`src/rtl/contador_registro_4bits_pkg.sv`:
```
// Shared widths and types for the loadable counter/register block.
// Optional terminal-count output is selected with CONTADOR_TC_EN.
package contador_pkg;

  localparam int CNT_W = 4;
  localparam logic [CNT_W-1:0] CNT_MAX = {CNT_W{1'b1}};

  typedef logic [CNT_W-1:0] cnt_t;

endpackage : contador_pkg

```
`src/rtl/contador_registro_4bits_if.sv`:
```
// Control/data bundle for contador_registro_4bits; the master drives
// the controls and load data, the slave (the counter) returns Y and, with CONTADOR_TC_EN, TC.
interface contador_registro_4bits_if
  import contador_pkg::*;
#(
  parameter int WIDTH = CNT_W
);

  logic             EN;
  logic             LD;
  logic             OE;
  logic [WIDTH-1:0] D;
  logic [WIDTH-1:0] Y;
`ifdef CONTADOR_TC_EN
  logic             TC;

  modport master (
    output EN,
    output LD,
    output OE,
    output D,
    input  Y,
    input  TC
  );

  modport slave (
    input  EN,
    input  LD,
    input  OE,
    input  D,
    output Y,
    output TC
  );
`else
  modport master (
    output EN,
    output LD,
    output OE,
    output D,
    input  Y
  );

  modport slave (
    input  EN,
    input  LD,
    input  OE,
    input  D,
    output Y
  );
`endif

endinterface : contador_registro_4bits_if

```
`src/rtl/contador_registro_4bits_oe_gate.sv`:
```
// Output-enable mask: passes the counter value when oe is high, zeros otherwise.
module contador_oe_gate #(
  parameter int WIDTH = 4
) (
  input  logic [WIDTH-1:0] cnt,
  input  logic             oe,
  output logic [WIDTH-1:0] y
);

  assign y = cnt & {WIDTH{oe}};

endmodule : contador_oe_gate

```
`src/rtl/contador_registro_4bits.sv`:
```
// Loadable up-counter/register with count enable and output enable.
// Define CONTADOR_TC_EN to add the combinational terminal-count output TC.
module contador_registro_4bits
  import contador_pkg::*;
#(
  parameter int WIDTH = CNT_W
) (
  input  logic                     clk,
  input  logic                     rst_n,
  contador_registro_4bits_if.slave bus
);

  logic [WIDTH-1:0] cnt;
  logic [WIDTH-1:0] cnt_nxt;

  // Load has priority over counting; the increment wraps naturally at 2^WIDTH.
  always_comb begin
    cnt_nxt = cnt;
    if (bus.LD) begin
      cnt_nxt = bus.D;
    end else if (bus.EN) begin
      cnt_nxt = cnt + WIDTH'(1);
    end
  end

  always_ff @(posedge clk or negedge rst_n) begin
    if (!rst_n) begin
      cnt <= '0;
    end else begin
      cnt <= cnt_nxt;
    end
  end

  contador_oe_gate #(
    .WIDTH (WIDTH)
  ) u_oe_gate (
    .cnt (cnt),
    .oe  (bus.OE),
    .y   (bus.Y)
  );

`ifdef CONTADOR_TC_EN
  // Flags the cycle whose edge will wrap the counter back to zero; OE plays no part.
  assign bus.TC = bus.EN & ~bus.LD & (cnt == {WIDTH{1'b1}});
`endif

endmodule : contador_registro_4bits

```
`src/flat_wrapper.sv`:
```
// flat-port wrapper written by rule: the top's interface ports become plain ports
module contador_registro_4bits_flat import contador_pkg::*;
#(
  parameter int WIDTH = CNT_W
)
  (clk, rst_n, bus_EN, bus_LD, bus_OE, bus_D, bus_Y);
  contador_registro_4bits_if #(.WIDTH(WIDTH)) bus_i ();
  input  logic clk;
  input  logic rst_n;
  input wire logic [$bits(bus_i.EN)-1:0] bus_EN;
  input wire logic [$bits(bus_i.LD)-1:0] bus_LD;
  input wire logic [$bits(bus_i.OE)-1:0] bus_OE;
  input wire logic [$bits(bus_i.D)-1:0] bus_D;
  output wire logic [$bits(bus_i.Y)-1:0] bus_Y;
  assign bus_i.EN = bus_EN;
  assign bus_i.LD = bus_LD;
  assign bus_i.OE = bus_OE;
  assign bus_i.D = bus_D;
  assign bus_Y = bus_i.Y;
  contador_registro_4bits #(.WIDTH(WIDTH)) u_core (.clk(clk), .rst_n(rst_n), .bus(bus_i));
endmodule
```
`config.mk`:
```
export PLATFORM = sky130hd
export DESIGN_NAME = contador_registro_4bits_flat
export DESIGN_NICKNAME = d
export VERILOG_FILES = /design/src/rtl/contador_registro_4bits_pkg.sv /design/src/rtl/contador_registro_4bits_if.sv /design/src/rtl/contador_registro_4bits_oe_gate.sv /design/src/rtl/contador_registro_4bits.sv /design/src/flat_wrapper.sv
export SDC_FILE = /design/constraint.sdc
export NUM_CORES = 1
export LEC_CHECK = 0
export CORE_AREA = 4 4 41 43
export CTS_BUF_LIST = sky130_fd_sc_hd__clkbuf_16
export CTS_CLUSTER_DIAMETER = 60
export CTS_CLUSTER_SIZE = 24
export DETAILED_ROUTE_END_ITERATION = 12
export DIE_AREA = 0 0 45 47
export SLEW_MARGIN = 20
export SYNTH_ARGS = -nofsm -noshare
export SYNTH_HDL_FRONTEND = slang
export SYNTH_SLANG_ARGS = --single-unit
export TNS_END_PERCENT = 50
```
`constraint.sdc`:
```
create_clock -name clk -period 1.35 [get_ports clk]
set_input_delay 0.27 -clock clk [delete_from_list [all_inputs] [get_ports clk]]
set_output_delay 0.27 -clock clk [all_outputs]
set_load 0.01 [all_outputs]
```
==> qor.yml <==
outcome:
  status: "complete, no violations"
sta:
  achievable-frequency_mhz: 809
  report.final.setup_viol: 0
  slew_violations: 0
  hold_slack_ps: 250
  tns_ps: 0
  fin_ws_ps: 115
  final.period_utilization: 0.915
  finalHoldViolCount: 0
  fin_crit_ps: 1240
  slew_headroom: 0.879
  worst_pin_slew_ps: 181
  fin_worst_skew_ps: 1.99
  rsz0062_at_grt: "no"
setup_path:
  cp_top_family: "flip-flops"
  crit_fanout: 2
  startpoint_type: "register"
  arrival_ps: 970
  critPathKind: "register to primary output"
  slowest_stage: "dfrtp_1"
  cp_num_buf_inv: 1
  cp.required_ps: 1080
  cpPeakStageDelay_ps: 370
  end_kind: "primary output"
  crit_chain: "and2_1 > clkdlybuf4s15_2"
drt:
  postRouteAntennaNets: 0
  drtIter0Drc: 2
  post_drt_wl_per_cell_um: 8.98
  drtPass1Iterations: 2
  vias: 209
  routed_wirelength_um: 512
  drcViolationCount: 0
  via_per_inst: 3.67
global_route:
  grt_pass1_vias: 209
  busiest_layer: "met4"
  grt_usage: 0.0681
  antenna_found_initial: 0
  grt_pass1_wl_um: 890
  met1_usage: 0.0847
  grt-ovfl-total: 0
  use_met2: 0.0706
  met3_usage: 0.0230
  grt_max_degree: 7
layout:
  antenna_cells: 0
  drive_above_1_share: 0.310
  fin_util: 0.366
  multi_input_area_um2: 121
  area_growth_pct: 115
  seqCellArea_um2: 100
  largestRegisters: "u_core.cnt x4"
  largest_reg_flops: 4
  fillers: 155
  regMostFlops: "u_core.cnt"
  layout.nets: 54
synthesis:
  synth-edff-count: 0
  synth-seq-cells: 4
  netlist-cell-type-count: 10
  syn-cell-area_um2: 221
  ys.flop_type: "dfrtp_1"
  synthesis.nets: 32
  synth_top_area_frac: 0.452
  synthArstFlopShare: 1.00
  netlist_instances: 22
  synth.largest_area_cell: "dfrtp_1"
  avgSynthCellArea_um2: 10.1
  yosysWarnings: 0
  synth_common_cells: "4 x and2_1, 4 x dfrtp_1, 4 x nand2_1"
  synth_area_leaders: "dfrtp_1 45%, and2_1 11%, xnor2_1 7.9%, o21ai_0 6.8%, nand2_1 6.8%"
  synth_seq_area_share: 0.452
clock_network:
  numCtsBuffers: 3
  cts_setup_buffers: 0
  clock-sinks: 4
  cts_tree: "yes"
  clk_latency_ps: 220
  cts_resized: 13
  htreeDepth: 1
  clkTransAtPathRegs_ps: 30
  clockBufferDepth: 2
  holdBufCountCts: 0
  clockRootBuffer: "clkbuf_16"
floorplanning:
  die_h_um: 47
  die_x_um: 45
  die-area_um2: 2120
  core_area_um2: 1300
  rows: 13
  io_pins: 13
  initial_core_util: 0.170
placed_design:
  dp_slack_ps: -361
  place.detailed.hpwl_um: 410
  gp_congestion: 0.613
  io_buffers: 12
min_path:
  hold_class: "primary input to asynchronous set/reset pin"
pwr:
  power_mw: 0.722
  power.leakage_nw: 0.207
  ir_worst_vdd_mv: 1.21
  power_density_nw_per_um2: 1520
flow_run:
  drv_cap: 0
## stage by stage
| step | instances | instance area (µm²) |
|---|---|---|
| 6_report | 57 | 477 |
| 5_1_grt | 57 | 477 |
| 4_1_cts | 57 | 477 |
| 3_5_place_dp | 54 | 398 |
| 3_3_place_gp | 54 | 398 |
| 2_1_floorplan | 22 | 221 |
## cell usage in the layout, fill, tap and decap left out, drive strengths merged
| master | n |
|---|---|
| clkdlybuf4s50 | 7 |
| buf | 5 |
| and2 | 4 |
| nand2 | 4 |
| clkdlybuf4s15 | 4 |
| dfrtp | 4 |
| o21ai | 3 |
| clkbuf | 3 |
| xnor2 | 2 |
| xor2 | 1 |
| mux2i | 1 |
| nand4 | 1 |
| mux2 | 1 |
| ha | 1 |
| dlygate4sd2 | 1 |
## cells by family (layout without fill, tap and decap cells)
kind of cell	count (synthesis)	count (layout)	synth area share
AND/OR/NAND/NOR	9	9	0.209
flip-flops	4	4	0.452
AO/OA/AOI/OAI	3	3	0.0678
XOR/XNOR	3	3	0.119
multiplexers	2	2	0.0960
adder cells (fa/ha/maj)	1	1	0.0565
buffers and inverters	0	20	0
## worst paths after layout
path / startpoint / to / slack, ps / cells after the start
setup / recovery: u_core.cnt[2] / bus_Y[2] / 110 / 2
hold / removal: rst_n / u_core.cnt[1] / 250 / 1
setup reg to reg: u_core.cnt[0] / u_core.cnt[2] / 210 / 5
hold reg to reg: u_core.cnt[3] / u_core.cnt[3] / 630 / 2
max in group asynchronous: rst_n / u_core.cnt[0] / 930 / 1
min in group clk: bus_D[1] / u_core.cnt[1] / 610 / 3
## metal layers
metal / part of all wire / wire, µm
met5: 0 / 0
met4: 0.063 / 32
met3: 0.13 / 65
met2: 0.34 / 176
met1: 0.46 / 237
## worst register-to-register path, stage by stage (launching register included)
cell and delay, ps:
dfrtp_1 360, buf_4 140, ha_1 180, nand2_1 70, xor2_1 160, o21ai_0 100
## power breakdown
| part | switching, mW | total, mW | internal [mW] | leakage [nW] |
|---|---|---|---|---|
| logic | 0.0452 | 0.123 | 0.0782 | 0.122 |
| clock network | 0.0765 | 0.454 | 0.378 | 0.0370 |
| registers | 0.00799 | 0.145 | 0.137 | 0.0478 |
| total | 0.130 | 0.722 | 0.593 | 0.207 |
## layout make-up
type	instances	area share
Clock buffer	3	0.157
Multi-Input combinational cell	18	0.255
Sequential cell	4	0.210
Tap cell	15	0.0394
Timing Repair Buffer	17	0.339
No activity file was read; power rests on OpenSTA's default activity.
